**config.mk**
```make
export PLATFORM = sky130hd
export DESIGN_NAME = grf_scoreboard
export DESIGN_NICKNAME = d
export VERILOG_FILES = /design/src/rtl/grf_scoreboard.sv
export SDC_FILE = /design/constraint.sdc
export NUM_CORES = 1
export LEC_CHECK = 0
export CAP_MARGIN = 10
export CORE_UTILIZATION = 50
export DETAILED_ROUTE_END_ITERATION = 7
export HOLD_SLACK_MARGIN = 0.06
export PLACE_DENSITY = 0.68
export SLEW_MARGIN = 0
export SYNTH_ARGS = -nofsm -noshare
export SYNTH_HDL_FRONTEND = slang
export SYNTH_SLANG_ARGS = --single-unit
```
**constraint.sdc**
```tcl
create_clock -name clk -period 26.3 [get_ports clk]
set_input_delay 5.26 -clock clk [delete_from_list [all_inputs] [get_ports clk]]
set_output_delay 5.26 -clock clk [all_outputs]
set_load 0.01 [all_outputs]
```
**src/rtl/grf_scoreboard.sv**
```systemverilog
// rtl/grf_scoreboard.sv - issue-stage hazard scoreboard for the 32x32 GRF
//
// Tracks in-flight register writers with a busy bit and a countdown until the
// result becomes forwardable, stalls decode when an operand will be late, and
// reports per-operand forwarding state.
//
// Ports:
//   clk, reset           rising-edge clock, synchronous active-high reset
//   issue_*              instruction presented by decode (dest, latency, sources, use times)
//   wb_valid, wb_rd      GRF writeback this cycle (retires the entry)
//   flush                discard every in-flight producer
//   stall                decode must hold; instruction not accepted
//   fwd_rs, fwd_rt       0 = read GRF, 1 = forward from pipeline, 2 = not ready
//   busy_cnt, idle       number of busy registers / no register busy
//   stall_cycles         free-running count of stalled cycles
module grf_scoreboard #(
  parameter int LAT_W  = 3,
  parameter int TUSE_W = 2
) (
  input  logic              clk,
  input  logic              reset,
  input  logic              issue_valid,
  input  logic              issue_we,
  input  logic [4:0]        issue_rd,
  input  logic [LAT_W-1:0]  issue_lat,
  input  logic [4:0]        issue_rs,
  input  logic [4:0]        issue_rt,
  input  logic [TUSE_W-1:0] tuse_rs,
  input  logic [TUSE_W-1:0] tuse_rt,
  input  logic              wb_valid,
  input  logic [4:0]        wb_rd,
  input  logic              flush,
  output logic              stall,
  output logic [1:0]        fwd_rs,
  output logic [1:0]        fwd_rt,
  output logic [5:0]        busy_cnt,
  output logic              idle,
  output logic [31:0]       stall_cycles
);

  // Entry 0 exists only so indexing needs no special case; it is held at zero.
  logic [31:0]      r_busy;
  logic [LAT_W-1:0] r_cnt [32];
  logic [5:0]       r_busy_cnt;
  logic [31:0]      r_stall_cycles;

  logic [31:0]      w_busy_nxt;
  logic [LAT_W-1:0] w_cnt_nxt [32];
  logic [5:0]       w_busy_cnt_nxt;
  logic             w_pend_rs;
  logic             w_pend_rt;
  logic [LAT_W-1:0] w_cnt_rs;
  logic [LAT_W-1:0] w_cnt_rt;
  logic             w_stall;
  logic             w_accept;

  // A same-cycle writeback counts as ready because the GRF bypasses WD to RD.
  assign w_pend_rs = r_busy[issue_rs] && !(wb_valid && wb_rd == issue_rs) && (issue_rs != 5'd0);
  assign w_pend_rt = r_busy[issue_rt] && !(wb_valid && wb_rd == issue_rt) && (issue_rt != 5'd0);
  assign w_cnt_rs  = r_cnt[issue_rs];
  assign w_cnt_rt  = r_cnt[issue_rt];

  // Compare at 32 bits so the latency and use-time widths can differ freely.
  assign w_stall  = issue_valid &&
                    ((w_pend_rs && (32'(w_cnt_rs) > 32'(tuse_rs))) ||
                     (w_pend_rt && (32'(w_cnt_rt) > 32'(tuse_rt))));
  assign w_accept = issue_valid && !w_stall;

  // Later assignments override earlier ones, so the statement order encodes
  // priority: decrement < writeback < issue < flush.
  always_comb begin
    w_busy_nxt = r_busy;
    for (int i = 0; i < 32; i++) begin
      w_cnt_nxt[i] = (r_busy[i] && r_cnt[i] != '0) ? r_cnt[i] - LAT_W'(1) : r_cnt[i];
    end
    if (wb_valid && wb_rd != 5'd0) begin
      w_busy_nxt[wb_rd] = 1'b0;
      w_cnt_nxt[wb_rd]  = '0;
    end
    if (w_accept && issue_we && issue_rd != 5'd0) begin
      w_busy_nxt[issue_rd] = 1'b1;
      w_cnt_nxt[issue_rd]  = issue_lat;
    end
    if (flush) begin
      w_busy_nxt = '0;
      for (int i = 0; i < 32; i++) begin
        w_cnt_nxt[i] = '0;
      end
    end
    w_busy_nxt[0] = 1'b0;
    w_cnt_nxt[0]  = '0;
  end

  always_comb begin
    w_busy_cnt_nxt = '0;
    for (int i = 1; i < 32; i++) begin
      w_busy_cnt_nxt = w_busy_cnt_nxt + 6'(w_busy_nxt[i]);
    end
  end

  always_ff @(posedge clk) begin
    if (reset) begin
      r_busy         <= '0;
      r_busy_cnt     <= '0;
      r_stall_cycles <= '0;
      for (int i = 0; i < 32; i++) begin
        r_cnt[i] <= '0;
      end
    end else begin
      r_busy     <= w_busy_nxt;
      r_busy_cnt <= w_busy_cnt_nxt;
      for (int i = 0; i < 32; i++) begin
        r_cnt[i] <= w_cnt_nxt[i];
      end
      // A flush cycle leaves the stall counter alone even if decode was stalled.
      if (w_stall && !flush) begin
        r_stall_cycles <= r_stall_cycles + 32'd1;
      end
    end
  end

  assign stall        = w_stall;
  assign fwd_rs       = !w_pend_rs ? 2'd0 : (w_cnt_rs == '0) ? 2'd1 : 2'd2;
  assign fwd_rt       = !w_pend_rt ? 2'd0 : (w_cnt_rt == '0) ? 2'd1 : 2'd2;
  assign busy_cnt     = r_busy_cnt;
  assign idle         = (r_busy_cnt == 6'd0);
  assign stall_cycles = r_stall_cycles;

endmodule

```
---- After elaboration in Yosys (flattened, before gate mapping) ----
Memory sizes are Yosys's and may differ from the RTL's.
Cells that the tools add are included.
word-level totals
  register bits after elaboration ......... 70
  memory bits (writable) .................. 96
  output and inout bits ................... 44
  logic and storage cells ................. 305
  memories kept ........................... 1
operators by class
  $add $sub $neg .......................... 63
  magnitude comparators ................... 12
  equality and inequality tests ........... 2
  multiplexer cells ....................... 90
  bitwise gates (word level) .............. 39
  reductions and logical operators ........ 94
memories
  memory  words  bits a word  read ports  clocked after Yosys merged registers in  wr ports  line  source
  r_cnt   32     3            34          0                                        32        43    logic [LAT_W-1:0] r_cnt [32];
operators with widths
  operator                                                                       number
  3-bit 2-to-1 mux                                                               66
  93-bit 2-to-1 mux                                                              2
  6-bit by 1-bit adder with 6-bit output                                         25
  96-bit AND                                                                     1
  96-bit bitwise mux                                                             1
  32-bit 2-to-1 mux                                                              3
  96-bit 2-to-1 mux                                                              1
  96-bit NOT                                                                     1
  3-bit nonzero test                                                             32
  3-bit by 1-bit subtractor with 3-bit output (second input constant)            32
  1-bit logical AND                                                              50
  32-bit by 1-bit adder with 32-bit output (second input constant)               1
  32-bit AND                                                                     1
  32-bit NOT                                                                     1
  1-bit bitwise OR                                                               32
  32-bit bitwise OR                                                              1
  3-bit demux with 5-bit select                                                  2
  5-bit by 6-bit less-than comparator with 1-bit output (second input constant)  4
  5-bit nonzero test                                                             4
  6-bit >= comparator (second input constant)                                    2
  6-bit by 1-bit less-than comparator with 1-bit output (second input constant)  2
  5-bit NOT with 6-bit output                                                    2
  1-bit binary-select mux with 5-bit select                                      2
  1-bit demux with 5-bit select                                                  2
  other kinds (14)                                                               30

---- Logic depth before layout (Yosys ltp) ----
  depth after elaboration ................. 44
  mapped depth ............................ 38

---- Worst setup path before layout ----
Ideal clock, no wire load.
  kind .................................... input to output
  from .................................... in issue_rt[0]
  to ...................................... out stall
  data arrival time ....................... 8.819 ns
  path slack .............................. 12.221 ns
  stages .................................. 18
  path buffers ............................ 7
  cell sequence ........................... buf_4 > buf_6 > buf_6 > buf_2 > mux4_2 > mux4_2 > mux2i_1 > inv_1 > ha_1 > a21oi_1 > a21oi_1 > or2_1 > o21bai_2 > and2_4 > buf_6 > buf_12 > buf_6 > nor2_1
on the way
  longest elaborated chain between the ends .. 8
  elaborated cells between the ends (all ways) .. 13
  classes of those cells .................. 1 x order compare; 1 x eq/ne; 2 x mux; 8 x reduce/logical; 1 x memory
RTL lines
  element                                                                    line  source
  start, declared                                                            27    input logic [4:0] issue_rt,
  parallel branches: the longest is 5 deep, another holds memory 32 x 3 bit  -
  1-bit logical AND *                                                        66    (w_pend_rt && (32'(w_cnt_rt) > 32'(tuse_rt))));
  1-bit logical OR *                                                         65    ((w_pend_rs && (32'(w_cnt_rs) > 32'(tuse_rs))) ||
  1-bit logical AND *                                                        64    assign w_stall = issue_valid &&
  end, declared                                                              33    output logic stall,
Every way passes the cells marked *. The select of a mux whose other input is x is not followed.

---- Final worst setup path ----
  from .................................... in issue_rs[0]
  to ...................................... out stall
on the way
  longest elaborated chain between the ends .. 8
  elaborated cells between the ends (all ways) .. 13
  classes of those cells .................. 1 x order compare; 1 x eq/ne; 2 x mux; 8 x reduce/logical; 1 x memory
RTL lines
  element                                                                    line  source
  start, declared                                                            26    input logic [4:0] issue_rs,
  parallel branches: the longest is 5 deep, another holds memory 32 x 3 bit  -
  1-bit logical AND *                                                        65
  1-bit logical OR *                                                         65
  1-bit logical AND *                                                        64
Marked as above.

==> flow_summary.json <==
{
  "end_kind": "output pin",
  "path_max_fanout": 36,
  "async_reset_ff_share_pct": 0,
  "drv_cap": 0,
  "die_w_um": 162,
  "clock_skew_ns": 0.0129,
  "reg2reg_from": "r_cnt[15][1]$_SDFF_PP0_",
  "yosys_warnings": 0,
  "path_cells": "buf_2 -> mux4_2 -> mux4_2 -> mux2i_1 -> inv_1 -> ha_1 -> nor2b_1 -> o21ai_0 -> nand4_2 -> nand3_4 -> and2_4 -> nor2_1 -> clkdlybuf4s50_1",
  "grt_max_degree": 47,
  "power.leakage_uw": 0.00595,
  "wirelength_mm": 37.9,
  "worst-r2r-cell-count": 28,
  "stdcell_count": 1784,
  "min_period_ns": 14.58,
  "io_pins": 77,
  "powerDensity_mw_per_mm2": 40.4,
  "critical_path_arrival_ns": 9.32,
  "status": "finished clean",
  "rsz0062_at_grt": "false",
  "die_y_um": 162,
  "clkTransAtPathRegs_ns": 0.07,
  "cp_slowest_cell": "buf_2",
  "fmax_mhz": 68.6,
  "crit_path_max_incr_delay_ns": 0.77,
  "synthFlopType": "dfxtp_1",
  "synth_cells": 1397,
  "cp_top_family": "multiplexers",
  "route.vias.total": 10800,
  "min_from": "stall_cycles[28]$_SDFFE_PP0P_",
  "synth_edf_count": 0,
  "path_class": "in2out",
  "ys_seq_area_share_pct": 25.5,
  "dp_cells": 1751,
  "avgSynthCellArea_um2": 9.12,
  "gr-usage-all-layers_pct": 29.7,
  "place.gp.congestion": 0.945,
  "clockRootBuffer": "clkbuf_16",
  "die-area_mm2": 0.0261,
  "crit_start": "issue_rs[0]",
  "yosys.cell_types.count": 70,
  "finalCritPeriodShare_pct": 55.4,
  "dp_hpwl_mm": 27.1,
  "ant_nets": 0,
  "synthesis.area_mm2": 0.0127,
  "final_layout_size_suffix_gt1_share_pct": 11.6,
  "post_drt_via_cell_ratio": 6.04,
  "drc": 0,
  "cp_common_cell": "mux4_2",
  "ys_ff_latch": 162,
  "setup_viol": 0,
  "rows": 58,
  "core_area_mm2": 0.0251,
  "crit_cells": 13,
  "reg2reg_slack_ns": 17.47,
  "max-clock-path-buffers": 2,
  "hold_viol": 0,
  "relSlewSlack_pct": 21.7,
  "irDropWorstVdd_mv": 0.0361,
  "nets": 1570,
  "final-max-slew-violation-count": 0,
  "first_pass_iters": 6,
  "syn_to_final_growth_pct": 12.3,
  "cts_hold_buf": 0,
  "h-tree-depth": 4,
  "avgRoutedWirePerCell_um": 21.2,
  "hold_depth": 2,
  "clock_latency_ns": 0.45,
  "portBuffers": 76,
  "cts_sinks": 162,
  "cp-start-kind": "primary input",
  "grt_pass1_wl_mm": 59.0,
  "synth_nets": 1527,
  "crit_required_ns": 21.04,
  "antenna_found_initial": 1,
  "setup-tns-final_ns": 0,
  "path_buf_inv": 3,
  "hp-class": "reg2reg",
  "cts_buffers": 17,
  "start_util_pct": 50.7,
  "postCtsSetupBuffers": 0,
  "tightestPinTransition_ns": 1.17,
  "drt_iter0_markers": 1143,
  "grt_pass1_vias": 10400,
  "cts-resized-gates": 0,
  "nFillCells": 2255,
  "cts_tree": "done",
  "grt-ovfl-total": 0
}
-- cells by family after synthesis --
logic type	share of synthesized area, %
AOI/OAI and AO/OA	12.4
and+or+nand+nor	18.8
adders and majority gates	10.9
xor gates and xnor gates	5.02
buffers and inverters	7.19
muxes	20.3
DFF	25.5
-- flip-flops by register name (all words and copies together), names as in the netlist --
register	count
busy_cnt	6
r_cnt	93
r_busy	31
stall_cycles	32
-- final cells by class --
class                           instances  area, um2  area share (%)
Clock inverter                         14        188            1.31
Clock buffer                           18        429            3.00
Tap cell                              330        413            2.89
Multi-Input combinational cell       1025       8610            60.2
Sequential cell                       162       3240            22.7
Antenna cell                            1       2.50          0.0175
Inverter                              138        518            3.62
Timing Repair Buffer                   96        901            6.30
-- metal layers --
metal	GRT usage [%]	wire (um)	vias to the layer above	share of wire [%]
met2	45.2	16700	508	44
met4	12.0	1430	0	3.8
met3	5.83	3380	93	8.9
met5	0	0	-	0
li1	-	-	4985	-
met1	41.3	16400	5191	43
-- layout by cell type, fill, tap and decap left out, drive strengths merged, types with 8 or more instances in the layout --
master,instances
dfxtp,162
nand2,155
inv,145
mux2i,108
o21ai,93
nor2,75
ha,74
clkdlybuf4s50,74
nand3,73
a21oi,67
mux4,62
xnor2,53
nor3b,33
a21boi,23
fa,23
buf,22
xor2,20
clkbuf,18
nor2b,12
and3,12
nand4,12
a21o,11
and2,11
nand2b,9
and3b,8
a32o,8
mux2,8
-- worst register-to-register path, delay by kind of cell, from the launching register on --
family	cells	cell delay, ns
buffers and inverters	5	0.96
XOR/XNOR	1	0.13
flip-flops	1	0.38
AND/OR/NAND/NOR	6	1.11
adder cells (fa/ha/maj)	9	4.20
AO/OA/AOI/OAI	4	0.68
multiplexers	3	1.28
-- cell usage after synthesis, types with 10 or more instances --
library cell / number / share of area (%)
o21ai_0: 92 / 3.6
inv_1: 137 / 4.0
xnor2_1: 53 / 3.6
fa_1: 23 / 3.6
mux4_2: 58 / 10
clkbuf_1: 44 / 1.3
nand3_4: 15 / 2.1
nand3_1: 48 / 1.9
a21boi_0: 23 / 1.4
nand2_1: 155 / 4.6
nand3_2: 10 / 0.79
a21o_1: 11 / 0.65
mux2i_1: 108 / 8.5
nor3b_1: 32 / 1.9
dfxtp_1: 162 / 25
a21oi_1: 67 / 2.6
and3_1: 12 / 0.59
nor2_1: 75 / 2.2
nor2b_1: 12 / 0.59
ha_1: 74 / 7.3
xor2_1: 20 / 1.4
-- final timing paths --
check,to
max,stall
max reg2reg,busy_cnt[4]$_SDFF_PP0_
min,stall_cycles[28]$_SDFFE_PP0P_
min reg2reg,stall_cycles[28]$_SDFFE_PP0P_
-- stage by stage --
stage / util [%] / setup WS, ns / power (uW) / hold slack [ns] / area (um2)
detailed placement: 54.5 / 11.73 / 309 / 0.497 / 13700
finish: 57.0 / 11.72 / 577 / 0.504 / 14300
floorplan: - / 12.22 / 292 / 0.470 / 12700
global placement: 54.5 / 11.78 / 309 / 0.490 / 13700
global route: 56.9 / 11.41 / 592 / 0.522 / 14300
CTS: 56.9 / 11.71 / 578 / 0.509 / 14300
-- power by group --
| part | leakage, uW | switching, uW | internal [uW] |
|---|---|---|---|
| clock network | 0.000305 | 120 | 153 |
| registers | 0.00130 | 0.648 | 246 |
| logic | 0.00435 | 38.4 | 19.7 |
| total | 0.00595 | 159 | 418 |
Note: power is estimated with default switching activity, not from simulation.
